**src/rtl/keys_pkg.sv**
```systemverilog
// Movement keycodes, direction encoding and report-decoding helpers shared by
// the key priority filter and its press-order stack.
package keys_pkg;

    localparam logic [7:0] KEY_NONE     = 8'h00;
    localparam logic [7:0] KEY_ROLLOVER = 8'h01;
    localparam logic [7:0] KEY_A        = 8'h04;
    localparam logic [7:0] KEY_D        = 8'h07;
    localparam logic [7:0] KEY_S        = 8'h16;
    localparam logic [7:0] KEY_W        = 8'h1A;

    // Encoding doubles as the bit index into the held mask.
    typedef enum logic [1:0] {
        A = 2'd0,
        D = 2'd1,
        S = 2'd2,
        W = 2'd3
    } dir_t;

    function automatic logic [7:0] dir_to_key(input dir_t dir);
        case (dir)
            A:       return KEY_A;
            D:       return KEY_D;
            S:       return KEY_S;
            default: return KEY_W;
        endcase
    endfunction

    function automatic logic [3:0] held_mask(input logic [31:0] slots);
        logic [3:0] mask;
        mask = 4'b0000;
        for (int i = 0; i < 4; i++) begin
            case (slots[8*i +: 8])
                KEY_A:   mask[A] = 1'b1;
                KEY_D:   mask[D] = 1'b1;
                KEY_S:   mask[S] = 1'b1;
                KEY_W:   mask[W] = 1'b1;
                default: ;
            endcase
        end
        return mask;
    endfunction

    function automatic logic has_rollover(input logic [31:0] slots);
        logic found;
        found = 1'b0;
        for (int i = 0; i < 4; i++) begin
            if (slots[8*i +: 8] == KEY_ROLLOVER) found = 1'b1;
        end
        return found;
    endfunction

endpackage

```
**src/rtl/press_stack.sv**
```systemverilog
// Press-order stack of held directions: releases are compacted out, then new
// presses are pushed in A, D, S, W order. Updates one cycle after held changes.
module press_stack
    import keys_pkg::*;
(
    input  logic       Clk,
    input  logic       Reset,
    input  logic [3:0] held,
    input  logic [3:0] held_prev,
    output dir_t       top,
    output logic [2:0] depth
);

    dir_t       entry     [4];
    dir_t       entry_nxt [4];
    logic [2:0] depth_nxt;
    logic [1:0] top_idx;

    always_comb begin
        entry_nxt = entry;
        depth_nxt = 3'd0;
        // Surviving entries keep their relative order and slide down over gaps.
        for (int i = 0; i < 4; i++) begin
            if ((3'(i) < depth) && held[entry[i]]) begin
                entry_nxt[depth_nxt[1:0]] = entry[i];
                depth_nxt = depth_nxt + 3'd1;
            end
        end
        for (int j = 0; j < 4; j++) begin
            if (held[j] && !held_prev[j] && (depth_nxt < 3'd4)) begin
                entry_nxt[depth_nxt[1:0]] = dir_t'(j[1:0]);
                depth_nxt = depth_nxt + 3'd1;
            end
        end
    end

    always_ff @(posedge Clk or posedge Reset) begin
        if (Reset) begin
            for (int k = 0; k < 4; k++) entry[k] <= A;
            depth <= 3'd0;
        end else begin
            entry <= entry_nxt;
            depth <= depth_nxt;
        end
    end

    // depth of 4 wraps to index 3 through the 2-bit subtraction.
    assign top_idx = depth[1:0] - 2'd1;
    assign top     = (depth != 3'd0) ? entry[top_idx] : A;

endmodule

```
**src/rtl/key_priority_filter.sv**
```systemverilog
// Reduces four async HID keycode slots to the most recent held W/A/S/D key; 3+DEBOUNCE_CYCLES
// cycle latency. KEY_PRIORITY_FRAME_LATCH_EN latches the output once per frame_clk rise.
module key_priority_filter
    import keys_pkg::*;
#(
    parameter int DEBOUNCE_CYCLES = 4
)
(
    input  logic       Clk,
    input  logic       Reset,
    input  logic       frame_clk,
    input  logic [7:0] keycode0,
    input  logic [7:0] keycode1,
    input  logic [7:0] keycode2,
    input  logic [7:0] keycode3,
    output logic [7:0] keycode,
    output logic       key_valid
);

    localparam logic [3:0] DB_LAST = 4'(DEBOUNCE_CYCLES - 1);

    logic [31:0] raw_vec;
    logic [31:0] sync1;
    logic [31:0] sync2;
    logic [31:0] prev_vec;
    logic [31:0] stable;
    logic [3:0]  db_cnt;
    logic [3:0]  db_cnt_nxt;
    logic        load_stable;
    logic [3:0]  held;
    logic [3:0]  held_prev;
    dir_t        top_dir;
    logic [2:0]  depth;
    logic [7:0]  sel_key;
    logic        out_load;

    assign raw_vec = {keycode3, keycode2, keycode1, keycode0};

    always_comb begin
        db_cnt_nxt = 4'd0;
        if (sync2 == prev_vec) begin
            db_cnt_nxt = (db_cnt == 4'd15) ? 4'd15 : db_cnt + 4'd1;
        end
    end

    // The count only passes through DB_LAST once per run, so each settled report loads once.
    assign load_stable = (db_cnt_nxt == DB_LAST) && !has_rollover(sync2);

    always_ff @(posedge Clk or posedge Reset) begin
        if (Reset) begin
            sync1     <= '0;
            sync2     <= '0;
            prev_vec  <= '0;
            db_cnt    <= 4'd0;
            stable    <= '0;
            held_prev <= 4'b0000;
        end else begin
            sync1     <= raw_vec;
            sync2     <= sync1;
            prev_vec  <= sync2;
            db_cnt    <= db_cnt_nxt;
            held_prev <= held;
            if (load_stable) stable <= sync2;
        end
    end

    assign held = held_mask(stable);

    press_stack u_press_stack (
        .Clk       (Clk),
        .Reset     (Reset),
        .held      (held),
        .held_prev (held_prev),
        .top       (top_dir),
        .depth     (depth)
    );

    assign sel_key = (depth != 3'd0) ? dir_to_key(top_dir) : KEY_NONE;

`ifdef KEY_PRIORITY_FRAME_LATCH_EN
    logic [2:0] frame_sync;
    logic       frame_edge;

    always_ff @(posedge Clk or posedge Reset) begin
        if (Reset) frame_sync <= 3'b000;
        else       frame_sync <= {frame_sync[1:0], frame_clk};
    end

    assign frame_edge = frame_sync[1] & ~frame_sync[2];
    assign out_load   = frame_edge;
`else
    logic unused_frame_clk;
    assign unused_frame_clk = frame_clk;
    assign out_load         = 1'b1;
`endif

    always_ff @(posedge Clk or posedge Reset) begin
        if (Reset) begin
            keycode   <= KEY_NONE;
            key_valid <= 1'b0;
        end else if (out_load) begin
            keycode   <= sel_key;
            key_valid <= (sel_key != KEY_NONE);
        end
    end

endmodule

```
**config.mk**
```make
export PLATFORM = sky130hd
export DESIGN_NAME = key_priority_filter
export DESIGN_NICKNAME = d
export VERILOG_FILES = /design/src/rtl/keys_pkg.sv /design/src/rtl/press_stack.sv /design/src/rtl/key_priority_filter.sv
export SDC_FILE = /design/constraint.sdc
export NUM_CORES = 1
export LEC_CHECK = 0
export ABC_CLOCK_PERIOD_IN_PS = 6400
export BUFFER_PORTS_ARGS = -buffer_cell sky130_fd_sc_hd__buf_4
export CAP_MARGIN = 20
export CELL_PAD_IN_SITES_DETAIL_PLACEMENT = 0
export CELL_PAD_IN_SITES_GLOBAL_PLACEMENT = 1
export CORE_ASPECT_RATIO = 0.9
export CORE_MARGIN = 2
export CORE_UTILIZATION = 49
export DETAILED_ROUTE_END_ITERATION = 6
export MAX_ROUTING_LAYER = met4
export PLACE_DENSITY_LB_ADDON = 0.1
export SLEW_MARGIN = 10
export SYNTH_ARGS = -nofsm -noshare
export SYNTH_HDL_FRONTEND = slang
export SYNTH_SLANG_ARGS = --single-unit
```
**constraint.sdc**
```tcl
create_clock -name Clk -period 6.4 [get_ports Clk]
set_input_delay 0.64 -clock Clk [delete_from_list [all_inputs] [get_ports Clk]]
set_output_delay 0.64 -clock Clk [all_outputs]
set_load 0.005 [all_outputs]
```
==> results_dict.tcl, run 1 <==
set metrics [dict create \
    insertion_delay_ns 0.42 \
    cellPowerDensity_nw_per_um2 275 \
    start_util_pct 50.7 \
    num-nets-final 597 \
    viasPerCell 5.46 \
    avgSynthCellArea_sq_um 13.3 \
    worstPathRequired_ns 6.71 \
    layout_commonest_cell "dfrtp_1" \
    start_kind "register" \
    skew_ns 0.00798 \
    drive_gt1_share_pct 26.4 \
    grt_pass1_vias 4048 \
    clockBufferDepth 2 \
    grt_use_total_pct 19.2 \
    synthDistinctLibCells 62 \
    drt_drc_violations_left 0 \
    clkTransAtPathRegs_ns 0.06 \
    setup_viol 0 \
    fin_ws_ns 0.492 \
    dpl.cell_count 688 \
    rsz0062_at_grt "no" \
    port_buffers 39 \
    worst_slew_pin_slew_ns 0.934 \
    overflow 0 \
    outcome "finished clean" \
    root_buffer "clkbuf_16" \
    r2r_setup_slack_ns 0.49 \
    cts_hold_buf 0 \
    synth_area_sq_um 6510 \
    core_area_sq_um 12800 \
    reg2reg_to "u_press_stack.depth[1]" \
    startpoint "stable[5]" \
    hold_viol_final 0 \
    grt_max_degree 79 \
    worstPathMaxFanout 9 \
    routedWlPerCell_um 16.7 \
    cts_num_sinks 153 \
    final_cell_mix "dfrtp_1 (153), buf_4 (43), mux2_2 (37), xnor2_1 (36)" \
    reg2reg_depth 22 \
    cts_tree "built" \
    ios 44 \
    hp-class "in2async" \
    r2r-start "stable[5]" \
    post-place-ws_ns 0.428 \
    fp.dieW_um 126 \
    min_period_over_period_pct 92.3 \
    period_minus_slack_ns 5.91 \
    vias 3939 \
    ir_worst_vdd_v 0.000259 \
    critical_path_class "reg2reg" \
    leakage_nw 3.48 \
    drt_first_pass_iters 4 \
    cts_made_buffers 17 \
    ys_ff_latch 153 \
    p_total_mw 2.09 \
    crit_end "u_press_stack.depth[1]" \
    place_congestion 0.850 \
    cap_violations 0 \
    diodes 0 \
    drtIter0Drc 195 \
    end_kind "register" \
    dieHeight_um 113 \
    max_freq_ghz 0.169 \
    die_area_sq_um 14200 \
    yosysSeqAreaShare_pct 58.8 \
    ant_nets 0 \
    antenna_found_initial 0 \
    synth_flop_cell "dfrtp_1" \
    fin_tns_setup_ns 0 \
    drt-total-wl_mm 12.0 \
    drv_slew 0 \
    async_flop_share_pct 100 \
    instances_no_fill 721 \
    fillers 1059 \
    yosys_warnings 0 \
    grt_pass1_wl_mm 20.3 \
    dp_hpwl_mm 8.69 \
    synth-edff-count 0 \
    arrival_ns 6.22 \
    postSynthCellCount 490 \
    num_rows 39 \
    h-tree-depth 4 \
    slew_headroom_pct 37.7 \
    area_growth_pct 16.9 \
]
## layer usage
| metal | vias to the layer above | GRT usage, % | share of wire (%) |
|---|---|---|---|
| li1 | 1849 | - | - |
| met5 | - | - | 0 |
| met3 | 29 | 4.26 | 3.2 |
| met2 | 82 | 29.0 | 47 |
| met1 | 1979 | 25.3 | 48 |
| met4 | 0 | 8.07 | 2.3 |
## flip-flops by register name, summed over array words and instances (netlist names), 3 cells and up
signal and flops:
stable 32, sync2 32, sync1 32, u_press_stack.entry 8, keycode 5, u_press_stack.depth 3
db_cnt 4, held_prev 4, prev_vec 32
## through the flow
step	cell area [sq um]	hold WS, ns	util [%]
final	7610	0.294	59.3
after global routing	7610	0.297	59.3
after CTS	7590	0.299	59.2
after detailed placement	6990	0.335	54.4
after global placement	6990	0.332	54.4
after floorplan	6520	0.331	-
## worst max-delay path: stages, from the launching register on
cell and delay, ns:
dfrtp_1 0.39, or3_1 0.41, nor3_1 0.20, a22o_1 0.31, nor2_1 0.14, mux4_2 0.47, or2_2 0.33, inv_1 0.09
ha_1 0.34, xnor2_2 0.30, inv_1 0.07, ha_1 0.31, mux2i_1 0.18, ha_1 0.30, a2111oi_4 0.10, buf_4 0.19
or3_4 0.40, nand2_1 0.20, inv_1 0.09, ha_1 0.26, a211o_1 0.27, a21oi_2 0.23, xnor2_1 0.20
## cell usage after synthesis (all sizes together), types with 2 or more instances
library cell / instances / share of area (%)
dfrtp: 153 / 59
mux2: 38 / 6.6
xnor2: 37 / 5.0
inv: 22 / 1.3
nand2: 22 / 1.3
nor2: 22 / 1.3
ha: 18 / 3.5
nor4: 17 / 2.9
a21oi: 15 / 1.2
mux2i: 12 / 1.8
nand3: 10 / 0.77
nand4: 10 / 0.96
nor3: 10 / 0.92
nand2b: 9 / 0.86
and2: 6 / 0.58
o21ai: 6 / 0.46
o31ai: 6 / 0.69
buf: 5 / 0.60
clkbuf: 5 / 0.29
or3: 5 / 0.63
a211oi: 4 / 0.46
a22oi: 4 / 0.67
and4b: 4 / 0.62
mux4: 4 / 1.4
nor2b: 4 / 0.38
nor4b: 4 / 0.54
a21o: 3 / 0.35
a22o: 3 / 0.40
and3: 3 / 0.37
or2: 3 / 0.29
a31oi: 2 / 0.19
a32oi: 2 / 0.27
nand3b: 2 / 0.23
nor3b: 2 / 0.23
or4: 2 / 0.35
## power breakdown
part | total (mW) | internal, mW | switching, mW
Combinational | 0.0578 | 0.0279 | 0.0299
Sequential | 1.02 | 0.998 | 0.0215
Clock | 1.02 | 0.590 | 0.425
Total | 2.09 | 1.62 | 0.477
## logic make-up (layout without fill, tap and decap cells)
logic type      Yosys count  count (layout)  share of synthesized area (%)
fa+ha+maj                18              18                           3.46
flops                   153             153                           58.8
buf+inv                  32              97                           2.15
compound gates           58              58                           6.98
other cells               1               3                         0.0576
xor+xnor                 37              37                           4.98
mux                      54              54                           9.86
simple gates            137             137                           13.7
## worst min path at each step
stage                startpoint   endpoint  slack, ns  depth (start not counted)
CTS                 keycode3[2]  sync1[26]       0.30                          1
finish                    Reset  sync2[18]       0.29                          2
global placement      sync1[23]  sync2[23]       0.33                          0
detailed placement    sync1[21]  sync2[21]       0.33                          0
floorplan              sync1[0]   sync2[0]       0.33                          0
global route        keycode3[2]  sync1[26]       0.30                          1
## cell type report
type / count / area [sq um] / area share [%]
Sequential cell: 153 / 3830 / 50.3
Multi-Input combinational cell: 307 / 2560 / 33.6
Clock buffer: 17 / 425 / 5.59
Timing Repair Buffer: 43 / 323 / 4.24
Tap cell: 164 / 205 / 2.70
Clock inverter: 15 / 183 / 2.40
Inverter: 22 / 87.6 / 1.15
## what timing repair did
action / 4_1_cts / 5_1_grt
setup endpoints to repair: 0 / 4
buffers inserted: 0 / 1
resized for setup: 0 / 1
(Power assumes the default switching activity.)
==> run 2: changes to the inputs <==
--- a/config.mk
+++ b/config.mk
@@ -16,6 +16,7 @@
 export DETAILED_ROUTE_END_ITERATION = 6
 export MAX_ROUTING_LAYER = met4
 export PLACE_DENSITY_LB_ADDON = 0.1
+export SETUP_SLACK_MARGIN = 0.5
 export SLEW_MARGIN = 10
 export SYNTH_ARGS = -nofsm -noshare
 export SYNTH_HDL_FRONTEND = slang
==> run 2 against run 1 <==
Net effect:
- routed wire length grew 1.4%
- register-to-register slack better by 0.24 ns
- count of clock-buffer cells in the layout did not move
- sequential power barely moved
- critical path depth fell by 2
- non-clock buffer count is the same
- combinational power hardly changed
- worst setup slack better by 0.24 ns
- sequential share of layout area down 0.66 points
- critical path type unchanged
==> results_dict.tcl, run 2 (synthesis gave the netlist of run 1 again) <==
set metrics [dict create \
    grt_busiest_layer "met2" \
    drt_first_pass_iters 4 \
    grt_max_degree 79 \
    clockBufferDepth 2 \
    arrival_ns 5.96 \
    post-place-ws_ns 0.428 \
    drv_slew 0 \
    end_kind "register" \
    rsz0062_at_grt "no" \
    layout_commonest_cell "dfrtp_1" \
    worstPathRequired_ns 6.70 \
    leakage_nw 3.48 \
    min_period_over_period_pct 88.6 \
    dp_hpwl_mm 8.69 \
    overflow 0 \
    diodes 0 \
    internal-power_mw 1.62 \
    cts_num_sinks 153 \
    instances_no_fill 721 \
    routedWlPerCell_um 16.9 \
    hp-class "in2async" \
    outcome "finished clean" \
    dpl.cell_count 688 \
    cts_hold_buf 0 \
    ios 44 \
    num_rows 39 \
    grt_pass1_vias 4048 \
    worstPathMaxFanout 9 \
    setup_viol 0 \
    drtIter0Drc 229 \
    h-tree-depth 4 \
    use_met3_pct 4.26 \
    cellPowerDensity_nw_per_um2 271 \
    p_switching_mw 0.476 \
    p_total_mw 2.09 \
    fin_hold_ws_ns 0.297 \
    critical_path_class "reg2reg" \
    grt_util_met1_pct 25.3 \
    antenna_found_initial 0 \
    port_buffers 39 \
    drt-total-wl_mm 12.2 \
    fillers 1045 \
    swShare_pct 22.8 \
    drt_drc_violations_left 0 \
    die_area_sq_um 14200 \
    fin_ws_ns 0.731 \
    viasPerCell 5.45 \
    place_congestion 0.850 \
    cts_made_buffers 17 \
    grt_pass1_wl_mm 20.3 \
    cpPeakStageDelay_ns 0.57 \
    clkTransAtPathRegs_ns 0.06 \
    met2_usage_pct 29.0 \
    final_cell_mix "dfrtp_1 (153), buf_4 (43), mux2_2 (37), xnor2_1 (36)" \
    grt_use_total_pct 19.2 \
    insertion_delay_ns 0.42 \
    area_growth_pct 18.4 \
    power_frac_clock_pct 48.5 \
    power_frac_seq_pct 48.7 \
    max_freq_ghz 0.176 \
    fin_tns_setup_ns 0 \
    worst_slew_pin_slew_ns 0.927 \
    vias 3931 \
    start_kind "register" \
    ir_worst_vdd_v 0.000259 \
    slowest_stage "or4_4" \
    fp.dieW_um 126 \
    slew_headroom_pct 38.2 \
    cts_tree "built" \
    core_area_sq_um 12800 \
    skew_ns 0.0100 \
    hold_viol_final 0 \
    start_util_pct 50.7 \
    num-nets-final 597 \
    cap_violations 0 \
    period_minus_slack_ns 5.67 \
    p_comb_share_pct 2.8 \
    ant_nets 0 \
    worstPathCellList "or4_4, nor4_4, nor4_2, mux4_2, or2_2, inv_1, ha_2, xnor2_4, inv_1, ha_1, mux2i_1, ha_2, a2111oi_4, buf_4, or3_4, nand2_2, inv_1, ha_2, mux2_2, a221o_1" \
    dieHeight_um 113 \
    root_buffer "clkbuf_16" \
    drive_gt1_share_pct 28.5 \
]
run 2: final timing paths:
kind                        startpoint  slack, ns  cells past startpoint                      to
min in group Clk           keycode0[5]       0.32                      1                sync1[5]
max in group asynchronous        Reset       4.73                      3               sync1[23]
min reg2reg                  sync1[14]       0.34                      0               sync2[14]
max reg2reg                 stable[24]       0.73                     20  u_press_stack.depth[2]
max                         stable[24]       0.73                     20  u_press_stack.depth[2]
min                              Reset       0.30                      2               sync2[18]
run 2: cell type report:
| class | instances | area [sq um] | share of cell area (%) |
|---|---|---|---|
| multi-input combinational | 307 | 2660 | 34.5 |
| tap | 164 | 205 | 2.66 |
| timing repair buffer | 43 | 323 | 4.19 |
| clock buffer | 17 | 425 | 5.52 |
| inverter | 22 | 87.6 | 1.14 |
| clock inverter | 15 | 183 | 2.37 |
| sequential | 153 | 3830 | 49.7 |
run 2: metal layers:
| metal | wire length (um) | vias to the layer above |
|---|---|---|
| li1 | - | 1850 |
| met1 | 5740 | 1962 |
| met2 | 5770 | 89 |
| met3 | 411 | 30 |
| met4 | 293 | 0 |
| met5 | 0 | - |
run 2: repair_timing:
item / in CTS / in global routing
gates cloned: 0 / 0
pin swaps: 0 / 2
buffers inserted: 0 / 1
gates resized for setup: 1 / 19
endpoints found under the setup margin: 6 / 11
run 2: through the flow:
| step | utilization [%] | instance area [sq um] |
|---|---|---|
| floorplan | - | 6520 |
| global placement | 54.4 | 6990 |
| detailed placement | 54.4 | 6990 |
| CTS | 59.2 | 7600 |
| global route | 60.1 | 7710 |
| finish | 60.1 | 7710 |
run 2: power by group through the flow:
| stage | sequential (mW) | combinational, mW | clock (mW) |
|---|---|---|---|
| CTS | 1.02 | 0.0601 | 1.04 |
| finish | 1.02 | 0.0577 | 1.02 |
| global route | 1.02 | 0.0651 | 1.08 |
| global placement | 1.04 | 0.0592 | 0 |
| floorplan | 1.03 | 0.0353 | 0 |
| detailed placement | 1.04 | 0.0599 | 0 |
run 2: worst max-delay path, delay by kind of cell, from the launching register on:
| family | cells | cell delay (ns) |
|---|---|---|
| AO/OA/AOI/OAI | 2 | 0.40 |
| buffers and inverters | 4 | 0.42 |
| XOR/XNOR | 1 | 0.21 |
| adder cells (fa/ha/maj) | 4 | 1.23 |
| AND/OR/NAND/NOR | 6 | 1.87 |
| multiplexers | 3 | 1.01 |
| flip-flops | 1 | 0.41 |
==> run 3: changes to the inputs <==
--- a/config.mk
+++ b/config.mk
@@ -13,6 +13,7 @@
 export CORE_ASPECT_RATIO = 0.9
 export CORE_MARGIN = 2
 export CORE_UTILIZATION = 49
+export CTS_BUF_LIST = sky130_fd_sc_hd__clkbuf_4
 export DETAILED_ROUTE_END_ITERATION = 6
 export MAX_ROUTING_LAYER = met4
 export PLACE_DENSITY_LB_ADDON = 0.1
==> run 3 against run 2 <==
Net effect:
- global-route usage barely moved
- sequential share of layout area rose by 2.0 points
- critical path depth did not move
- largest cell class unchanged
- highest routed layer unchanged
==> results_dict.tcl, run 3 (synthesis gave the netlist of run 1 again) <==
set metrics [dict create \
    outcome "finished clean" \
    fin_tns_setup_ns 0 \
    end_kind "register" \
    cts_tree "built" \
    grt_pass1_vias 3995 \
    place_congestion 0.850 \
    worstPathRequired_ns 6.84 \
    overflow 0 \
    reg2reg_depth 20 \
    slew_headroom_pct 37.9 \
    dpl.cell_count 688 \
    critPathBufInv 4 \
    cellPowerDensity_nw_per_um2 229 \
    cts_hold_buf 0 \
    drt-total-wl_mm 12.1 \
    dieHeight_um 113 \
    routedWlPerCell_um 16.7 \
    worstPathMaxFanout 9 \
    finalInstanceArea_sq_um 7410 \
    root_buffer "clkbuf_4" \
    critical_path_class "reg2reg" \
    r2r-start "stable[24]" \
    instances_no_fill 721 \
    die_area_sq_um 14200 \
    drt_drc_violations_left 0 \
    clkTransAtPathRegs_ns 0.14 \
    slowest_stage "or4_4" \
    placed_cell_area_sq_um 6990 \
    area_growth_pct 13.9 \
    ios 44 \
    leakage_nw 3.35 \
    drv_slew 0 \
    min_period_over_period_pct 88.7 \
    diodes 0 \
    rsz0062_at_grt "no" \
    cts_made_buffers 17 \
    clockBufferDepth 2 \
    viasPerCell 5.46 \
    worst_slew_pin_slew_ns 0.932 \
    h-tree-depth 4 \
    r2r_setup_slack_ns 0.72 \
    fin_hold_ws_ns 0.135 \
    layout_commonest_cell "dfrtp_1" \
    grt_pass1_wl_mm 20.4 \
    drt_first_pass_iters 4 \
    ant_nets 0 \
    dp_hpwl_mm 8.69 \
    num_rows 39 \
    worstPathCellList "or4_4, nor4_4, nor4_2, mux4_2, or2_2, inv_1, ha_2, xnor2_4, inv_1, ha_1, mux2i_1, ha_2, a2111oi_4, buf_4, or3_4, nand2_2, inv_1, ha_2, mux2_2, a221o_1" \
    arrival_ns 6.12 \
    num-nets-final 597 \
    vias 3938 \
    grt_use_total_pct 19.2 \
    antenna_found_initial 0 \
    cp_num_cells 20 \
    drtIter0Drc 225 \
    port_buffers 39 \
    cpPeakStageDelay_ns 0.56 \
    final_cell_mix "dfrtp_1 (153), buf_4 (43), mux2_2 (37), xnor2_1 (36)" \
    core_area_sq_um 12800 \
    hold_viol_final 0 \
    period_minus_slack_ns 5.68 \
    max_freq_ghz 0.176 \
    insertion_delay_ns 0.56 \
    start_util_pct 50.7 \
    start_kind "register" \
    ir_worst_vdd_v 0.000243 \
    grt_max_degree 79 \
    drive_gt1_share_pct 28.5 \
    reg2reg_to "u_press_stack.depth[2]" \
    cpLargestDelayFamily "simple AND/OR/NAND/NOR gates" \
    cap_violations 0 \
    hp-class "in2async" \
    setup_viol 0 \
    fp.dieW_um 126 \
    skew_ns 0.0159 \
    cts_num_sinks 153 \
]
-- run 3: what timing repair did --
action                                  CTS  global route
endpoints found under the setup margin    8            11
setup buffers                             0             1
gates resized for setup                   1            19
pin swaps                                 0             2
-- run 3: worst register-to-register path: stages, from the launching register on --
cell and delay (ns):
dfrtp_1 0.43, or4_4 0.57, nor4_4 0.27, nor4_2 0.15, mux4_2 0.49, or2_2 0.33
inv_1 0.10, ha_2 0.35, xnor2_4 0.21, inv_1 0.06, ha_1 0.31, mux2i_1 0.20
ha_2 0.29, a2111oi_4 0.09, buf_4 0.19, or3_4 0.41, nand2_2 0.14, inv_1 0.08
ha_2 0.28, mux2_2 0.32, a221o_1 0.31
-- run 3: final cells by class --
class	instances	area, sq um
clock buffers	17	128
clock inverters	15	183
fillers	1070	5420
inverters	22	87.6
multi-input cells	307	2660
flip-flops and latches	153	3830
well taps	164	205
repair buffers	43	323
-- run 3: through the flow --
step	setup slack (ns)	util, %	total power, mW
3_5_place_dp	0.428	54.4	1.10
4_1_cts	0.502	56.9	1.73
3_3_place_gp	0.531	54.4	1.10
5_1_grt	0.459	57.8	1.78
2_1_floorplan	0.780	-	1.07
6_report	0.723	57.8	1.70
-- run 3: worst max-delay path by stage --
stage,start,to
finish,stable[24],u_press_stack.depth[2]
global route,stable[31],u_press_stack.entry[5]
CTS,stable[24],u_press_stack.depth[1]
detailed placement,stable[24],u_press_stack.depth[1]
global placement,stable[24],u_press_stack.depth[2]
floorplan,stable[24],u_press_stack.depth[2]
-- run 3: power breakdown --
group,leakage [nW],internal [mW],switching (mW)
Combinational,1.27,0.0279,0.0298
Sequential,1.92,0.997,0.0215
Clock,0.162,0.247,0.374
-- run 3: per-layer routing --
| layer | GRT usage (%) | wire, um |
|---|---|---|
| met4 | 8.15 | 299 |
| met3 | 4.26 | 416 |
| met2 | 29.0 | 5660 |
| met1 | 25.4 | 5680 |
| met5 | - | 0 |
